===== src/rtl/tick_period_meter.sv =====
// Measures the spacing of tick events and reports it in divider form
// (cycles between events minus 1), with lock and lost-tick detection.
module tick_period_meter #(
    parameter int WIDTH       = 21,
    parameter int SYNC_STAGES = 0,
    parameter int EDGE_MODE   = 0,
    parameter int LOCK_COUNT  = 4,
    parameter int TOLERANCE   = 0
) (
    input  logic             clk,
    input  logic             reset,
    input  logic             tick_in,
    input  logic             clear,
    output logic [WIDTH-1:0] period,
    output logic             period_valid,
    output logic             locked,
    output logic             timeout
);

    typedef enum logic [0:0] {
        ST_IDLE    = 1'b0,
        ST_MEASURE = 1'b1
    } state_t;

    localparam logic [WIDTH-1:0] CNT_MAX     = {WIDTH{1'b1}};
    localparam logic [WIDTH:0]   TOL_W       = (WIDTH+1)'(TOLERANCE);
    localparam logic [3:0]       LOCK_MAX    = 4'(LOCK_COUNT);
    localparam logic [3:0]       LOCK_THRESH = 4'(LOCK_COUNT - 1);

    logic             synced_s;
    logic             prev_r;
    logic             event_s;
    state_t           state_r;
    logic [WIDTH-1:0] cnt_r;
    logic [3:0]       match_cnt_r;
    logic [3:0]       match_next_s;
    logic             have_prev_r;
    logic [WIDTH:0]   diff_s;
    logic             match_s;

    generate
        if (SYNC_STAGES >= 1) begin : g_sync
            logic [SYNC_STAGES-1:0] sync_r;

            // Input synchronizer chain; deliberately untouched by clear.
            always_ff @(posedge clk) begin
                if (reset) begin
                    sync_r <= '0;
                end else begin
                    sync_r[0] <= tick_in;
                    for (int i = 1; i < SYNC_STAGES; i++) begin
                        sync_r[i] <= sync_r[i-1];
                    end
                end
            end

            assign synced_s = sync_r[SYNC_STAGES-1];
        end else begin : g_nosync
            assign synced_s = tick_in;
        end
    endgenerate

    // Previous synced level for rising-edge detection; also ignores clear.
    always_ff @(posedge clk) begin
        if (reset) begin
            prev_r <= 1'b0;
        end else begin
            prev_r <= synced_s;
        end
    end

    // Event qualification and period comparison against the last measurement.
    always_comb begin
        event_s      = 1'b0;
        diff_s       = '0;
        match_s      = 1'b0;
        match_next_s = 4'd0;
        if (EDGE_MODE == 1) begin
            event_s = synced_s & ~prev_r;
        end else begin
            event_s = synced_s;
        end
        if ({1'b0, cnt_r} >= {1'b0, period}) begin
            diff_s = {1'b0, cnt_r} - {1'b0, period};
        end else begin
            diff_s = {1'b0, period} - {1'b0, cnt_r};
        end
        match_s = (diff_s <= TOL_W);
        if (match_cnt_r >= LOCK_MAX) begin
            match_next_s = LOCK_MAX;
        end else begin
            match_next_s = match_cnt_r + 4'd1;
        end
    end

    // Measurement FSM; lock needs LOCK_COUNT agreeing periods in a row,
    // which is LOCK_COUNT-1 successful comparisons.
    always_ff @(posedge clk) begin
        if (reset || clear) begin
            state_r      <= ST_IDLE;
            cnt_r        <= '0;
            match_cnt_r  <= 4'd0;
            have_prev_r  <= 1'b0;
            period       <= '0;
            period_valid <= 1'b0;
            locked       <= 1'b0;
            timeout      <= 1'b0;
        end else begin
            period_valid <= 1'b0;
            case (state_r)
                ST_IDLE: begin
                    cnt_r <= '0;
                    if (event_s) begin
                        state_r     <= ST_MEASURE;
                        timeout     <= 1'b0;
                        have_prev_r <= 1'b0;
                    end
                end
                ST_MEASURE: begin
                    if (event_s) begin
                        period       <= cnt_r;
                        period_valid <= 1'b1;
                        cnt_r        <= '0;
                        have_prev_r  <= 1'b1;
                        if (have_prev_r) begin
                            if (match_s) begin
                                match_cnt_r <= match_next_s;
                                if (match_next_s >= LOCK_THRESH) begin
                                    locked <= 1'b1;
                                end
                            end else begin
                                match_cnt_r <= 4'd0;
                                locked      <= 1'b0;
                            end
                        end
                    end else if (cnt_r == CNT_MAX) begin
                        timeout     <= 1'b1;
                        locked      <= 1'b0;
                        match_cnt_r <= 4'd0;
                        cnt_r       <= '0;
                        state_r     <= ST_IDLE;
                    end else begin
                        cnt_r <= cnt_r + {{(WIDTH-1){1'b0}}, 1'b1};
                    end
                end
                default: begin
                    state_r <= ST_IDLE;
                    cnt_r   <= '0;
                end
            endcase
        end
    end

endmodule

===== config.mk =====
export PLATFORM = sky130hd
export DESIGN_NAME = tick_period_meter
export DESIGN_NICKNAME = d
export VERILOG_FILES = /design/src/rtl/tick_period_meter.sv
export SDC_FILE = /design/constraint.sdc
export NUM_CORES = 1
export LEC_CHECK = 0
export CAP_MARGIN = 5
export CORE_ASPECT_RATIO = 1.1
export CORE_MARGIN = 2
export CORE_UTILIZATION = 65
export DETAILED_ROUTE_END_ITERATION = 12
export DONT_BUFFER_PORTS = 1
export HOLD_SLACK_MARGIN = 0.05
export PLACE_DENSITY = 0.9
export SLEW_MARGIN = 5
export SYNTH_ARGS = -nofsm -noshare
export SYNTH_HDL_FRONTEND = slang
export SYNTH_SLANG_ARGS = --single-unit
export TNS_END_PERCENT = 50

===== constraint.sdc =====
create_clock -name clk -period 4.95 [get_ports clk]
set_clock_uncertainty 0.2 [all_clocks]
set_input_delay 0.495 -clock clk [delete_from_list [all_inputs] [get_ports clk]]
set_output_delay 0.495 -clock clk [all_outputs]
set_load 0.01 [all_outputs]

* Word level (Yosys, flattened, before mapping)
Cells that the tools add are included.
** Cells by class
- Mux-type cells :: 24
- Equal/unequal tests :: 7
- Order comparisons :: 4
- Multipliers :: 0
- Reduce and logical (&&, ||, !) cells :: 8
- Bitwise logic cells :: 1
- Divide/modulo/power cells :: 0
- Shift-type cells :: 0
- $add $sub $neg :: 4
** Operators with widths (count)
- $sub 21x21->22 :: 2
- $mux 21 :: 2
- $pmux 21 s2 :: 1
- $le 22x1->1 const B :: 1
- $mux 22 :: 1
- $add 21x1->21 const B :: 1
- $eq 21x21->1 const B :: 1
- $ge 21x21->1 :: 1
- $mux 4 :: 5
- $mux 1 :: 12
- $ne 2x2->1 const B :: 3
- $pmux 1 s2 :: 3
- $reduce_and 3->1 :: 2
- $add 4x1->4 const B :: 1
- $ge 4x2->1 const B :: 1
- $ge 4x3->1 const B :: 1
- $ne 2x1->1 const B :: 2
- $reduce_and 2->1 :: 2
- $reduce_and 4->1 :: 1
- $ne 3x2->1 const B :: 1
- $reduce_bool 2->1 :: 1
- $reduce_or 2->1 :: 1
- $logic_or 1x1->1 :: 1
- $not 1->1 :: 1
** Word-level totals
- Memories kept :: 0
- Bits in latches :: 0
- Memory bits (writable) :: 0
- Flip-flop bits (word level) :: 51
- Output and inout port bits :: 24
- ROM bits :: 0
- Input bits :: 4
- Logic and storage cells :: 56

* Depth between registers and ports, before layout
- Word-level depth :: 7
- Depth in mapped cells :: 12
- Depth with buffers taken out :: 11

* Worst setup path before layout
OpenSTA, ideal clock, no wires.
- Path type :: register to register
- Start :: register period[4]
- End :: register match_cnt_r[1]
- Library setup time :: 0.069 ns
- Buffers on the path :: 1
- Data arrival time :: 3.097 ns
- Cell stages (with the launch flop) :: 13
- Clock period less this slack :: 3.366 ns
- Required time :: 4.681 ns
- Slack :: 1.584 ns
- Cell sequence :: dfxtp_1 inv_1 ha_1 buf_6 a21oi_2 nor2_1 a211o_1 a221o_1 a221oi_2 xnor2_1 or4_1 a2111o_1 o21ai_1
** Between the ends
- Longest elaborated chain between the ends :: 6
- Elaborated cells on any way between the ends :: 8
- Those cells by class :: add/sub (2); order compare (2); mux (4)
** Ends and longest elaborated chain
- start, declared :: line 14 : output logic [WIDTH-1:0] period,
- start signal, assigned :: line 121 : period <= cnt_r;
- $sub 21x21->22 (tied with other cells) :: line 86 : diff_s = {1'b0, period} - {1'b0, cnt_r};
- $mux 22 * :: line 83 : if ({1'b0, cnt_r} >= {1'b0, period}) begin
- $le 22x1->1 * :: line 88 : match_s = (diff_s <= TOL_W);
- $mux 4 * :: line 126 : if (match_s) begin
- $mux 4 * :: line 125 : if (have_prev_r) begin
- $mux 4 * :: line 120 : if (event_s) begin
- end signal, assigned :: line 127 : match_cnt_r <= match_next_s;
- end, declared :: line 35 : logic [3:0] match_cnt_r;
Mark *: on every way between the ends. The rest lies on a longest branch, timed or not. The select of a mux whose other input is x is not followed.
A chain may end at the register's enable or synchronous reset.

* Final worst setup path
Same ends and word-level chain as after synthesis.

==> run metrics <==
die area around 7300 um2; cell area after placement about 4300 um2; Die Ht 89.4 um; Worst-Margin Slew around 1.2 ns; initial antenna violation count 0; nets 613; Final Setup Violations 0; Ant. Diodes 0; area taken by multi-input logic gates between 2000 and 3000 um2; TritonCTS clock tree built; H-tree Lvls 2; largest net degree at the start of global routing 27; DRC 0; fin area roughly 4400 um2; syn avg cell area between 7 and 8 um2; CTS resizes 0; Critical Path Fanout Max 12; most frequent cells after synthesis nand2_1, a21oi_1, nor2_1; HP Class input pin to register; Avg Vias per Cell 6.42; Fmax roughly 250 MHz; CP required ~5.0 ns; Seq cells post-synth 51; initial DRC count slightly below 500; EDFF count, synth 0; Skew-Pair Late Insertion Delay a little over 0.3 ns; Top delay family on crit path compound AO/OA/AOI/OAI gates; VDD IR max ~0.16 mV; CTS root buffer clkbuf_8; CP Launch Type register; Final period util between 80 and 90%; site row count 31; share of layout cells above drive strength 1 under 10%; Crit. End Element register; number of buffers created by CTS 5; chip width between 80 and 90 um; cts hold-fix bufs 0; unrepaired setup endpoints after global routing false; Setup TNS 0 ns; Detail Route Antenna Nets 0; count leader, synth nand2_1; Synth area leader dfxtp_1; post-synthesis sequential area ratio a little under a quarter; Reg2Reg Setup Slack around 0.94 ns; outcome completed; Crit-path slowest cell ha_1; Max-slew headroom 17.8%; Hold Vio Cnt, Final 0; YS warnings 0; Core Util, Final between 60% and 70%; 1st-pass router iterations 6; Total Wirelength ~11000 um; # fillers about 580; Clk pin slew, worst setup/hold paths about 0.11 ns; Synth cell types 66; Cell Chain, Critical Path inv_1, ha_1, nand4_1, o21bai_1, a32oi_1, a221oi_1, o211ai_2, o2111ai_1, or4_1, a2111o_1, o21ai_1; Worst path max stage delay roughly 0.55 ns; Sequential cell area between 1000 and 1500 um2; first-pass GRT wire length ~18000 um; Buffers & Inverters on Critical Path 1; gpl congestion between 0.9 and 1; ys async rst share 0%; area grow syn2layout 1.71%; IO Port Bufs 0; PwrDens 158 nW/um2; crit path time final around 4.0 ns; Syn Inst Count about 590; Synth Flop Type dfxtp_1; Leakage around 1.8 nW; IO Pins 28; max cap viols 0; mapped cell area around 4300 um2; Core Area between 6000 and 7000 um2; crit path kind register to register; clk buf depth 2; Yosys top cell area share a little under a quarter; vias in the first global route 3757; dominant cells by area after synthesis dfxtp_1, ha_1, a21oi_1; Starting Density roughly two thirds; grt ovf 0; DP HPWL ~8800 um; net count after synthesis roughly 630; hold slack about 0.19 ns; Total GRT Usage between 30% and 40%; Post-CTS Setup Bufs 0; worst endpoint data arrival time slightly above 4 ns; wire per inst ~17 um; DR vias between 4000 and 5000; CTS sink cnt 51; Slew Limit Fails 0
[per-stage QoR]
stage	total power (W)	std cells	setup slack, ns
final	0.000691	648	0.940
after global placement	0.000442	640	1.19
after global routing	0.000712	648	0.692
after floorplan	0.000437	585	1.58
after detailed placement	0.000442	640	1.02
after CTS	0.000693	648	0.996
[power by group]
group | leakage [nW] | internal (W) | switching (W)
logic | 1.34 | 0.00000621 | 0.0000153
clock network | 0.0489 | 0.000103 | 0.000154
registers | 0.411 | 0.000411 | 0.000000916
[cell type report]
type                       count  area share, %
tap                           82           2.34
clock buffer                   5           1.57
inverter                      48           4.11
multi-input combinational    459           68.2
clock inverter                 3          0.514
sequential                    51           23.3
[logic make-up after synthesis]
kind of cell | synth area share [%]
AOI/OAI and AO/OA | 22.9
buffers and inverters | 6.97
DFF | 23.7
xor gates and xnor gates | 8.95
and+or+nand+nor | 23.8
muxes | 0.958
adders and majority gates | 12.8
[worst paths after layout]
path	cells past startpoint	endpoint	startpoint
worst min-delay path	2	state_r	tick_in
worst max register to register	11	match_cnt_r[1]	period[4]
worst max-delay path	11	match_cnt_r[1]	period[4]
worst min register to register	2	match_cnt_r[1]	match_cnt_r[1]
[sequential cells by signal (all words and copies together), names as in the netlist]
register      count
locked            1
timeout           1
period           21
match_cnt_r       4
cnt_r            21
state_r           1
period_valid      1
have_prev_r       1
[layout by cell type (no fill, tap or decap), types with 3 or more instances in the layout]
cell type and n:
mux2i_1 3, o31ai_1 4, o21ai_0 15, ha_1 44, nor3_1 17, a221o_1 3
nor2_1 52, o21bai_1 3, clkbuf_8 5, a211oi_1 3, and3_1 12, nand2b_1 5
a21oi_1 58, inv_1 48, a31oi_1 8, dfxtp_1 51, o21a_1 6, a221oi_1 3
a21o_1 17, nor4_1 4, nand4_1 12, nand3_1 20, nand2_1 72, xor2_1 19
and2_1 5, nor2b_1 3, xnor2_1 25, or4_1 3
[routing by layer]
metal	vias to the layer above	track usage (%)	share of wire, %
li1	1996	-	-
met1	1946	44.0	46
met2	184	49.6	45
met3	34	4.44	5.8
met4	0	12.9	3.1
met5	-	0	0
No activity file was read; power rests on OpenSTA's default activity.
